==> src/rtl/mips_ctrl_pkg.sv <==
//==============================================================================
// Module   : mips_ctrl_pkg
// Purpose  : Shared state encodings, opcode/funct constants, ALUOp and
//            ALUControl codes for the multi-cycle MIPS control unit and alu.
// Revision : 1.0 - initial release
//==============================================================================
`default_nettype none

package mips_ctrl_pkg;

    typedef logic [3:0] state_t;

    localparam state_t c_st_fetch   = 4'd0;
    localparam state_t c_st_decode  = 4'd1;
    localparam state_t c_st_memadr  = 4'd2;
    localparam state_t c_st_memrd   = 4'd3;
    localparam state_t c_st_memwb   = 4'd4;
    localparam state_t c_st_memwr   = 4'd5;
    localparam state_t c_st_execute = 4'd6;
    localparam state_t c_st_aluwb   = 4'd7;
    localparam state_t c_st_branch  = 4'd8;
    localparam state_t c_st_addiex  = 4'd9;
    localparam state_t c_st_addiwb  = 4'd10;
    localparam state_t c_st_jump    = 4'd11;
    localparam state_t c_st_bne     = 4'd12;

    localparam logic [5:0] c_op_rtype = 6'b000000;
    localparam logic [5:0] c_op_lw    = 6'b100011;
    localparam logic [5:0] c_op_sw    = 6'b101011;
    localparam logic [5:0] c_op_beq   = 6'b000100;
    localparam logic [5:0] c_op_bne   = 6'b000101;
    localparam logic [5:0] c_op_addi  = 6'b001000;
    localparam logic [5:0] c_op_j     = 6'b000010;

    localparam logic [5:0] c_funct_add = 6'b100000;
    localparam logic [5:0] c_funct_sub = 6'b100010;
    localparam logic [5:0] c_funct_and = 6'b100100;
    localparam logic [5:0] c_funct_or  = 6'b100101;
    localparam logic [5:0] c_funct_slt = 6'b101010;

    localparam logic [1:0] c_aluop_add   = 2'b00;
    localparam logic [1:0] c_aluop_sub   = 2'b01;
    localparam logic [1:0] c_aluop_funct = 2'b10;

    localparam logic [2:0] c_aluctl_and = 3'b000;
    localparam logic [2:0] c_aluctl_or  = 3'b001;
    localparam logic [2:0] c_aluctl_add = 3'b010;
    localparam logic [2:0] c_aluctl_sub = 3'b110;
    localparam logic [2:0] c_aluctl_slt = 3'b111;

endpackage

`default_nettype wire

==> src/rtl/mips_mc_control_if.sv <==
//==============================================================================
// Module   : mips_mc_control_if
// Purpose  : Control-to-datapath bundle: instruction fields and zero flag in,
//            mux selects, enables and ALUControl out.
// Revision : 1.0 - initial release
//==============================================================================
`default_nettype none

interface mips_mc_control_if #(
    parameter int OP_WIDTH         = 6,
    parameter int FUNCT_WIDTH      = 6,
    parameter int ALUControl_WIDTH = 3
);
    logic [OP_WIDTH-1:0]         Op;
    logic [FUNCT_WIDTH-1:0]      Funct;
    logic                        zero;
    logic                        IorD;
    logic                        MemWrite;
    logic                        IRWrite;
    logic                        RegDst;
    logic                        MemtoReg;
    logic                        RegWrite;
    logic                        ALUSrcA;
    logic [1:0]                  ALUSrcB;
    logic [1:0]                  PCSrc;
    logic                        PCEn;
    logic [ALUControl_WIDTH-1:0] ALUControl;
    logic [3:0]                  state_o;

    modport master (
        input  Op, Funct, zero,
        output IorD, MemWrite, IRWrite, RegDst, MemtoReg, RegWrite,
               ALUSrcA, ALUSrcB, PCSrc, PCEn, ALUControl, state_o
    );

    modport slave (
        output Op, Funct, zero,
        input  IorD, MemWrite, IRWrite, RegDst, MemtoReg, RegWrite,
               ALUSrcA, ALUSrcB, PCSrc, PCEn, ALUControl, state_o
    );
endinterface

`default_nettype wire

==> src/rtl/mips_alu_decoder.sv <==
//==============================================================================
// Module   : mips_alu_decoder
// Purpose  : Combinational ALUOp/Funct to ALUControl mapping.
// Revision : 1.0 - initial release
//==============================================================================
`default_nettype none

module mips_alu_decoder
    import mips_ctrl_pkg::*;
#(
    parameter int FUNCT_WIDTH      = 6,
    parameter int ALUControl_WIDTH = 3
) (
    input  wire logic [1:0]                  i_alu_op,
    input  wire logic [FUNCT_WIDTH-1:0]      i_funct,
    output logic      [ALUControl_WIDTH-1:0] o_alu_control
);

    always_comb begin
        o_alu_control = c_aluctl_add;
        case (i_alu_op)
            c_aluop_sub:   o_alu_control = c_aluctl_sub;
            c_aluop_funct: begin
                // Unrecognised funct codes fall back to add.
                case (i_funct)
                    c_funct_sub: o_alu_control = c_aluctl_sub;
                    c_funct_and: o_alu_control = c_aluctl_and;
                    c_funct_or:  o_alu_control = c_aluctl_or;
                    c_funct_slt: o_alu_control = c_aluctl_slt;
                    default:     o_alu_control = c_aluctl_add;
                endcase
            end
            default:       o_alu_control = c_aluctl_add;
        endcase
    end

endmodule

`default_nettype wire

==> src/rtl/mips_mc_control.sv <==
//==============================================================================
// Module   : mips_mc_control
// Purpose  : Multi-cycle MIPS main Moore FSM plus ALU decoder.
//            Optional bne support via macro MIPS_CTRL_BNE_EN.
// Revision : 1.0 - initial release
//==============================================================================
`default_nettype none

module mips_mc_control
    import mips_ctrl_pkg::*;
#(
    parameter int OP_WIDTH         = 6,
    parameter int FUNCT_WIDTH      = 6,
    parameter int ALUControl_WIDTH = 3
) (
    input  wire logic           clk,
    input  wire logic           rst,
    mips_mc_control_if.master   bus
);

    state_t                r_state;
    state_t                w_state;
    state_t                w_next_state;
    logic [OP_WIDTH-1:0]   w_op;
    logic [1:0]            w_alu_op;
    logic                  w_pc_write;
    logic                  w_branch;
    logic                  w_branch_ne;
    logic                  w_iord;
    logic                  w_mem_write;
    logic                  w_ir_write;
    logic                  w_reg_dst;
    logic                  w_mem_to_reg;
    logic                  w_reg_write;
    logic                  w_alu_src_a;
    logic [1:0]            w_alu_src_b;
    logic [1:0]            w_pc_src;

    assign w_op = bus.Op;

    // While in reset the outputs present FETCH decoding, with enables masked below.
    assign w_state = rst ? c_st_fetch : r_state;

    always_ff @(posedge clk) begin
        if (rst) begin
            r_state <= c_st_fetch;
        end else begin
            r_state <= w_next_state;
        end
    end

    always_comb begin
        w_next_state = c_st_fetch;
        case (w_state)
            c_st_fetch:   w_next_state = c_st_decode;
            c_st_decode: begin
                case (w_op)
                    c_op_lw, c_op_sw: w_next_state = c_st_memadr;
                    c_op_rtype:       w_next_state = c_st_execute;
                    c_op_beq:         w_next_state = c_st_branch;
                    c_op_addi:        w_next_state = c_st_addiex;
                    c_op_j:           w_next_state = c_st_jump;
`ifdef MIPS_CTRL_BNE_EN
                    c_op_bne:         w_next_state = c_st_bne;
`endif
                    default:          w_next_state = c_st_fetch;
                endcase
            end
            c_st_memadr:  w_next_state = (w_op == c_op_sw) ? c_st_memwr : c_st_memrd;
            c_st_memrd:   w_next_state = c_st_memwb;
            c_st_execute: w_next_state = c_st_aluwb;
            c_st_addiex:  w_next_state = c_st_addiwb;
            default:      w_next_state = c_st_fetch;
        endcase
    end

    always_comb begin
        w_iord       = 1'b0;
        w_mem_write  = 1'b0;
        w_ir_write   = 1'b0;
        w_reg_dst    = 1'b0;
        w_mem_to_reg = 1'b0;
        w_reg_write  = 1'b0;
        w_alu_src_a  = 1'b0;
        w_alu_src_b  = 2'b00;
        w_pc_src     = 2'b00;
        w_alu_op     = c_aluop_add;
        w_pc_write   = 1'b0;
        w_branch     = 1'b0;
        w_branch_ne  = 1'b0;
        case (w_state)
            c_st_fetch: begin
                w_alu_src_b = 2'b01;
                w_ir_write  = 1'b1;
                w_pc_write  = 1'b1;
            end
            c_st_decode:  w_alu_src_b = 2'b11;
            c_st_memadr, c_st_addiex: begin
                w_alu_src_a = 1'b1;
                w_alu_src_b = 2'b10;
            end
            c_st_memrd:   w_iord = 1'b1;
            c_st_memwb: begin
                w_mem_to_reg = 1'b1;
                w_reg_write  = 1'b1;
            end
            c_st_memwr: begin
                w_iord      = 1'b1;
                w_mem_write = 1'b1;
            end
            c_st_execute: begin
                w_alu_src_a = 1'b1;
                w_alu_op    = c_aluop_funct;
            end
            c_st_aluwb: begin
                w_reg_dst   = 1'b1;
                w_reg_write = 1'b1;
            end
            c_st_branch: begin
                w_alu_src_a = 1'b1;
                w_alu_op    = c_aluop_sub;
                w_pc_src    = 2'b01;
                w_branch    = 1'b1;
            end
            c_st_addiwb:  w_reg_write = 1'b1;
            c_st_jump: begin
                w_pc_src   = 2'b10;
                w_pc_write = 1'b1;
            end
`ifdef MIPS_CTRL_BNE_EN
            c_st_bne: begin
                w_alu_src_a = 1'b1;
                w_alu_op    = c_aluop_sub;
                w_pc_src    = 2'b01;
                w_branch_ne = 1'b1;
            end
`endif
            default: ;
        endcase
    end

    mips_alu_decoder #(
        .FUNCT_WIDTH      (FUNCT_WIDTH),
        .ALUControl_WIDTH (ALUControl_WIDTH)
    ) u_alu_decoder (
        .i_alu_op      (w_alu_op),
        .i_funct       (bus.Funct),
        .o_alu_control (bus.ALUControl)
    );

    assign bus.IorD     = w_iord;
    assign bus.MemWrite = w_mem_write & ~rst;
    assign bus.IRWrite  = w_ir_write & ~rst;
    assign bus.RegDst   = w_reg_dst;
    assign bus.MemtoReg = w_mem_to_reg;
    assign bus.RegWrite = w_reg_write & ~rst;
    assign bus.ALUSrcA  = w_alu_src_a;
    assign bus.ALUSrcB  = w_alu_src_b;
    assign bus.PCSrc    = w_pc_src;
    assign bus.PCEn     = ~rst & (w_pc_write | (w_branch & bus.zero) | (w_branch_ne & ~bus.zero));
    assign bus.state_o  = w_state;

endmodule

`default_nettype wire

==> src/flat_wrapper.sv <==
// flat-port wrapper written by rule: the top's interface ports become plain ports
module mips_mc_control_flat import mips_ctrl_pkg::*;
#(
    parameter int OP_WIDTH         = 6,
    parameter int FUNCT_WIDTH      = 6,
    parameter int ALUControl_WIDTH = 3
)
  (clk, rst, bus_Op, bus_Funct, bus_zero, bus_IorD, bus_MemWrite, bus_IRWrite, bus_RegDst, bus_MemtoReg, bus_RegWrite, bus_ALUSrcA, bus_ALUSrcB, bus_PCSrc, bus_PCEn, bus_ALUControl, bus_state_o);
  mips_mc_control_if #(.OP_WIDTH(OP_WIDTH), .FUNCT_WIDTH(FUNCT_WIDTH), .ALUControl_WIDTH(ALUControl_WIDTH)) bus_i ();
  input  wire logic clk;
  input  wire logic rst;
  input wire logic [$bits(bus_i.Op)-1:0] bus_Op;
  input wire logic [$bits(bus_i.Funct)-1:0] bus_Funct;
  input wire logic [$bits(bus_i.zero)-1:0] bus_zero;
  output wire logic [$bits(bus_i.IorD)-1:0] bus_IorD;
  output wire logic [$bits(bus_i.MemWrite)-1:0] bus_MemWrite;
  output wire logic [$bits(bus_i.IRWrite)-1:0] bus_IRWrite;
  output wire logic [$bits(bus_i.RegDst)-1:0] bus_RegDst;
  output wire logic [$bits(bus_i.MemtoReg)-1:0] bus_MemtoReg;
  output wire logic [$bits(bus_i.RegWrite)-1:0] bus_RegWrite;
  output wire logic [$bits(bus_i.ALUSrcA)-1:0] bus_ALUSrcA;
  output wire logic [$bits(bus_i.ALUSrcB)-1:0] bus_ALUSrcB;
  output wire logic [$bits(bus_i.PCSrc)-1:0] bus_PCSrc;
  output wire logic [$bits(bus_i.PCEn)-1:0] bus_PCEn;
  output wire logic [$bits(bus_i.ALUControl)-1:0] bus_ALUControl;
  output wire logic [$bits(bus_i.state_o)-1:0] bus_state_o;
  assign bus_i.Op = bus_Op;
  assign bus_i.Funct = bus_Funct;
  assign bus_i.zero = bus_zero;
  assign bus_IorD = bus_i.IorD;
  assign bus_MemWrite = bus_i.MemWrite;
  assign bus_IRWrite = bus_i.IRWrite;
  assign bus_RegDst = bus_i.RegDst;
  assign bus_MemtoReg = bus_i.MemtoReg;
  assign bus_RegWrite = bus_i.RegWrite;
  assign bus_ALUSrcA = bus_i.ALUSrcA;
  assign bus_ALUSrcB = bus_i.ALUSrcB;
  assign bus_PCSrc = bus_i.PCSrc;
  assign bus_PCEn = bus_i.PCEn;
  assign bus_ALUControl = bus_i.ALUControl;
  assign bus_state_o = bus_i.state_o;
  mips_mc_control #(.OP_WIDTH(OP_WIDTH), .FUNCT_WIDTH(FUNCT_WIDTH), .ALUControl_WIDTH(ALUControl_WIDTH)) u_core (.clk(clk), .rst(rst), .bus(bus_i));
endmodule
==> config.mk <==
export PLATFORM = sky130hd
export DESIGN_NAME = mips_mc_control_flat
export DESIGN_NICKNAME = d
export VERILOG_FILES = /design/src/rtl/mips_ctrl_pkg.sv /design/src/rtl/mips_mc_control_if.sv /design/src/rtl/mips_alu_decoder.sv /design/src/rtl/mips_mc_control.sv /design/src/flat_wrapper.sv
export SDC_FILE = /design/constraint.sdc
export NUM_CORES = 1
export LEC_CHECK = 0
export CORE_UTILIZATION = 41
export DETAILED_ROUTE_END_ITERATION = 10
export MAX_ROUTING_LAYER = met4
export PLACE_DENSITY = 0.92
export SLEW_MARGIN = 10
export SYNTH_ARGS = -nofsm -noshare
export SYNTH_HDL_FRONTEND = slang
export SYNTH_SLANG_ARGS = --single-unit
==> constraint.sdc <==
create_clock -name clk -period 5.2 [get_ports clk]
set_clock_uncertainty 0.15 [all_clocks]
set_input_delay 1.56 -clock clk [delete_from_list [all_inputs] [get_ports clk]]
set_output_delay 1.56 -clock clk [all_outputs]
set_load 0.01 [all_outputs]
# Yosys cells after proc, flatten, opt, wreduce, memory -nomap -nowiden
# Index checks and enable logic that the tools add are counted.
# totals
register_bits	4
out_inout_bits	19
# op_classes
eq_ne	22
muxes	18
n_bitwise	7
reduce_logical	8
# ops
operator	n
6-bit equality test (second input constant)	6
4-bit one-hot mux with 6 select lines	1
4-bit one-hot mux with 5 select lines	1
4-bit by 3-bit equality test with 1-bit output (second input constant)	4
4-bit equality test (second input constant)	4
3-bit one-hot mux with 4 select lines	1
1-bit 2-to-1 mux	9
4-bit by 2-bit equality test with 1-bit output (second input constant)	2
2-bit one-hot mux with 2 select lines	2
2-bit OR reduction	4
6-bit by 2-bit equality test with 1-bit output (second input constant)	1
6-bit by 3-bit equality test with 1-bit output (second input constant)	1
6-bit by 4-bit equality test with 1-bit output (second input constant)	1
6-bit zero test	1
2-bit one-hot mux with 3 select lines	1
3-bit one-hot mux with 2 select lines	1
1-bit bitwise AND	5
4-bit by 1-bit equality test with 1-bit output (second input constant)	1
4-bit zero test	1
4-bit 2-to-1 mux	1
4-bit OR reduction	1
3-bit 2-to-1 mux	1
3-bit OR reduction	1
2-bit by 1-bit equality test with 1-bit output (second input constant)	1
other kinds (3)	3

# Depth between registers and ports, before layout
# depth
word_depth	6
mapped_depth	8

# By module
# Synthesis repeated with hierarchy kept, for this count alone.
# hier_totals
cells_unflattened	87
hier_area_um2	606.8
# by_module_without_submodules
module	area_each_um2	instances	seq_area_each_um2	cells_per_inst
mips_mc_control	488.0	1	80.1	72
mips_alu_decoder	118.9	1	0.0	15

# Least setup slack after synthesis
# Ideal clock, no wire load.
# synth_path
path_kind	in2out
startpoint	input port rst
endpoint	output port bus_ALUControl[1]
arrival_ns	2.853
path_slack_ns	0.637
required_ns	3.490
n_path_buf	1
cell_stages	6
cell_sequence	buf_2 nand2b_4 or4_4 ha_1 nor2b_1 o21ai_0
# synth_between
elab_chain_cells	5
# synth_lines
item	line	text
start: declaration	flat_wrapper.sv:11	input wire logic rst;
4-bit 2-to-1 mux *	mips_mc_control.sv:42	assign w_state = rst ? c_st_fetch : r_state;
4-bit equality test or 4-bit by 3-bit equality test with 1-bit output (tied branches)	mips_mc_control.sv:91	case (w_state)
2-bit one-hot mux with 2 select lines *	mips_mc_control.sv:91	
2-bit equality test or 2-bit by 1-bit equality test with 1-bit output (tied branches)	mips_alu_decoder.sv:21	case (i_alu_op)
3-bit one-hot mux with 2 select lines *	mips_alu_decoder.sv:21	
end: declaration	flat_wrapper.sv:25	output wire logic [$bits(bus_i.ALUControl)-1:0] bus_ALUControl;
# Every way passes the cells marked *; elsewhere a longest branch is shown, timed or not.

# Worst setup path in the final report
# layout_path
startpoint	input port rst
endpoint	output port bus_ALUControl[0]
# The elaborated chain is that of the path after synthesis.

==> results.md <==
| Group | Quantity | This run |
| --- | --- | --- |
| outcome | Run status | finished, final reports clean |
| cells and area | Fill cell total of the finished layout | 100 |
| floorplanning | Core area | 1350 um^2 |
| min path | Hold wc startpoint | u_core.r_state[0] |
| worst setup path | Critical path peak fanout | 4 |
| worst setup path | Required time reported for the critical path endpoint | 3.49 ns |
| synth | Number of warnings printed during yosys synthesis | 0 |
| worst setup path | Max stage delay on crit path | 0.46 ns |
| worst setup path | WS Path Type | in -> out |
| cells and area | Highest-count cells in the layout ignoring fill and taps | 28 x sky130_fd_sc_hd__clkdlybuf4s50_1, 9 x sky130_fd_sc_hd__buf_4, 8 x sky130_fd_sc_hd__nor3_1, 6 x sky130_fd_sc_hd__nand2_1 |
| min path | Worst Hold Depth | 1 |
| sta | Number of failing hold endpoints at the final stage | 0 |
| grt | GR Layer Usage met1 | 26.9% |
| grt | Global Route Usage Sum | 26.7% |
| pwr | Internal Pwr Total | 81.4 uW |
| cells and area | Most common cell after layout, fill and taps aside | sky130_fd_sc_hd__clkdlybuf4s50_1 |
| sta | Actual slew at the worst max-slew pin | 0.612 ns |
| cells and area | Total inserted antenna cells | 0 |
| pwr | Sequential share of power | 30.9% |
| synth | Xor-xnor portion of the synthesized cell area | 2.81% |
| grt | Global-route wire length before repair | 2930 um |
| worst setup path | Worst path buffer plus inverter count | 4 |
| worst setup path | Cell with the largest stage delay on the worst path | sky130_fd_sc_hd__or4_4 |
| synth | Synthesized-area fraction occupied by adder cells | 6.02% |
| clock network | Number of buffers between clock root and the deepest sink | 2 |
| placement | Gp weighted congestion | 0.751 |
| clock network | Clock latency of the later-clocked register in the worst-skew pair | 0.23 ns |
| worst setup path | Launch point of the critical path | rst |
| worst setup path | Cell occurring most often along the worst timing path | sky130_fd_sc_hd__dlygate4sd2_1 |
| clock network | Clk Tree Root Cell | sky130_fd_sc_hd__clkbuf_4 |
| clock network | CTS H-tree depth | 1 |
| cells and area | Final standard cell utilization of the core | 76.0% |
| synth | Average cell area after synthesis | 7.42 um^2 |
| placement | Number of buffers inserted by port buffering | 33 |
| grt | Maximum number of pins on one net before global-route repair | 17 |
| clock network | CTS tree | built |
| routing | Violation count after the first detailed-routing iteration | 4 |
| cells and area | Top flop regs | u_core.r_state: 4 flops |
| cells and area | Top register by number of flip-flops | u_core.r_state |
| worst setup path | Start of the worst register-to-register path | u_core.r_state[0] |
| job | Max-capacitance violation count | 0 |
| worst setup path | Element type at the critical path start | input port |
| floorplanning | Die footprint | 1680 um^2 |
| worst setup path | Cell family contributing the most delay on the critical path | buffers and inverters |
| floorplanning | Height of the die | 41.0 um |
| routing | Via count | 771 |
| worst setup path | Number of stages on the worst setup path | 9 |
| sta | Unrepaired setup endpoints after global routing | no |
| min path | Hold Path Class | reg -> reg |
| sta | Remaining max-slew budget at the tightest pin | 59.1% |
| routing | Per-cell via count in the routed design | 5.63 |
| grt | Antenna violations before repair | 0 |
| worst setup path | Endpoint of the most critical register-to-register path | u_core.r_state[1] |
| cells and area | Number of cells in the finished layout apart from fillers | 137 |
| floorplanning | Width of the die | 41.0 um |
| min path | End point of the worst hold path | u_core.r_state[0] |
| routing | Antenna-violating nets left | 0 |
| synth | Sequential element share of the synthesized area | 12.9% |
| cells and area | Fraction of layout cells with a size suffix above 1 | 18.0% |
| pwr | Power per cell area | 111 nW/um^2 |
| synth | Multiplexer share of the synthesized area | 0% |
| grt | Total global routing overflow | 0 |
| grt | Busiest layer in global routing | met2 |
| pwr | Leakage Power | 0.000432 uW |
| synth | Area share of and/or/nand/nor cells after synthesis | 48.8% |
| placement | Instance area after placement | 998 um^2 |
| synth | Post-synth net total | 102 |
| grt | Met2 usage in global routing | 50.8% |
| cells and area | Flip-flop count of the largest register after layout | 4 |
| pwr | Part of the power in combinational logic | 34.6% |
| worst setup path | Worst reg2reg path depth | 3 |
| cells and area | Post-synthesis to final-layout area growth | 64.7% |
| worst setup path | Cell breakdown of the critical path | dlygate4sd2_1, buf_4, nand2b_4, or4_4, ha_1, inv_1, nor4_2, a32o_1, dlygate4sd2_1 |
| worst setup path | Worst EP arrival | 3.42 ns |
| sta | Highest achievable clock rate | 0.195 GHz |
| routing | Total iterations of the first detailed-routing run | 4 |
| pwr | Maximum resistive drop on vdd | 0.0821 mV |
| cells and area | Nets@finish | 142 |
| placement | Placed insts | 134 |
| placement | HPWL after detailed placement | 1450 um |
| synth | Instance count of the mapped netlist | 84 |
| synth | Compound-cell area share of the yosys netlist | 19.9% |
| grt | Via count of the first global-routing pass | 741 |
| sta | Final cycle utilization of the critical path | 98.6% |
| synth | Post-synthesis cell area | 623 um^2 |
| synth | Unique cell type count in the Yosys netlist | 41 |
| synth | Dominant combinational cell family by area after synthesis | simple AND/OR/NAND/NOR gates |
| sta | Max Transition Viols Final | 0 |
| synth | Number of storage elements in the synthesis netlist | 4 |
| grt | Global-route track usage on met3 | 5.98% |
| floorplanning | Number of top-level design ports | 34 |
| floorplanning | Total number of placement rows | 13 |
| worst setup path | Kind of capture point of the worst setup path | output pin |
| floorplanning | Initial Utilization | 46.2% |
| clock network | Clock buffers created by TritonCTS | 3 |
| routing | Routed len/inst | 13.5 um |
| routing | Total detailed-routing wirelength | 1860 um |
| sta | Setup violators final | 0 |
| sta | Min cycle time layout | 5.13 ns |
| pwr | Switching power share of the total | 28.3% |
| clock network | Hold buffer count at CTS | 0 |
| cells and area | Post-route cell area | 1030 um^2 |
| pwr | Proportion of power drawn by the clock network | 34.4% |
| clock network | Clock net sink count | 4 |
| routing | Number of design rule violations left after detail routing | 0 |
| pwr | Net switching power of the design | 32.1 uW |
| clock network | Clock edge transition at the registers on the reported setup and hold paths | 0.04 ns |
| worst setup path | Register-to-Register Setup Slack | 3.64 ns |
power by group through the flow:
stage	clock network [uW]	registers (uW)	logic [uW]
final	39.1	35.1	39.3
after global routing	44.1	35.6	42.6
after CTS	40.0	35.0	39.4
after detailed placement	0	35.5	39.3
after global placement	0	35.3	37.9
after floorplan	0	33.0	18.9
routing by layer:
metal	up-vias	share of wire (%)
li1	386	-
met1	348	41
met2	35	51
met3	2	7.0
met4	0	0.32
met5	-	0
cell families (layout without fill, tap and decap cells):
| kind of cell | Yosys count | count (layout) |
|---|---|---|
| simple gates | 46 | 46 |
| compound gates | 17 | 17 |
| buf+inv | 12 | 50 |
| flops | 4 | 4 |
| fa+ha+maj | 3 | 3 |
| xor+xnor | 2 | 2 |
metrics by stage:
step | total power, uW | setup slack, ns | TNS, ns | hold slack, ns
2_1_floorplan | 51.9 | 0.637 | 0 | 0.424
3_3_place_gp | 73.3 | -0.333 | -1.07 | 0.565
3_5_place_dp | 74.8 | -0.411 | -1.24 | 0.587
4_1_cts | 114 | 0.0433 | 0 | 0.592
5_1_grt | 122 | 0.00846 | 0 | 0.668
6_report | 114 | 0.0741 | 0 | 0.602
final cells by class:
| cell class | count | area (um^2) | area share, % |
|---|---|---|---|
| multi-input cells | 68 | 489 | 47.7 |
| clock buffers | 3 | 22.5 | 2.20 |
| inverters | 5 | 18.8 | 1.83 |
| repair buffers | 42 | 397 | 38.7 |
| well taps | 15 | 18.8 | 1.83 |
| flip-flops and latches | 4 | 80.1 | 7.80 |
worst max path at each step:
stage	to	slack [ns]
after floorplan	bus_ALUControl[1]	0.64
after global placement	bus_ALUControl[1]	-0.33
after detailed placement	bus_ALUControl[1]	-0.41
after CTS	bus_ALUSrcA	0.04
after global routing	bus_ALUControl[1]	0.008
final	bus_ALUControl[0]	0.07
synth_stat cells (all sizes together):
master,instances,area share [%]
a311oi,1,1.4
o31ai,1,1.2
a2111oi,1,2.4
nor3b,1,1.2
and3,1,1.0
nand3b,2,2.4
xor2,2,2.8
and2b,2,3.0
o2111ai,1,1.4
a22oi,1,1.2
buf,6,5.8
nor4b,2,3.8
nor3,8,6.4
o21ai,5,4.0
o21a,1,1.2
nor4,4,5.0
ha,3,6.0
nand2b,4,5.2
or4,2,3.0
nor2,4,2.4
nand3,3,2.4
o31a,1,1.4
a32o,1,1.6
dfxtp,4,13
o211ai,2,2.4
clkbuf,1,0.80
nor2b,5,6.2
nand2,6,3.6
a21oi,2,1.6
and4b,1,1.6
and3b,1,1.4
inv,5,3.0
timing repair:
item / CTS / global route
resized for setup: 5 / 2
buffers inserted: 0 / 0
cloned: 0 / 0
setup endpoints to repair: 5 / 2
Power figures use the tool's default switching activity.
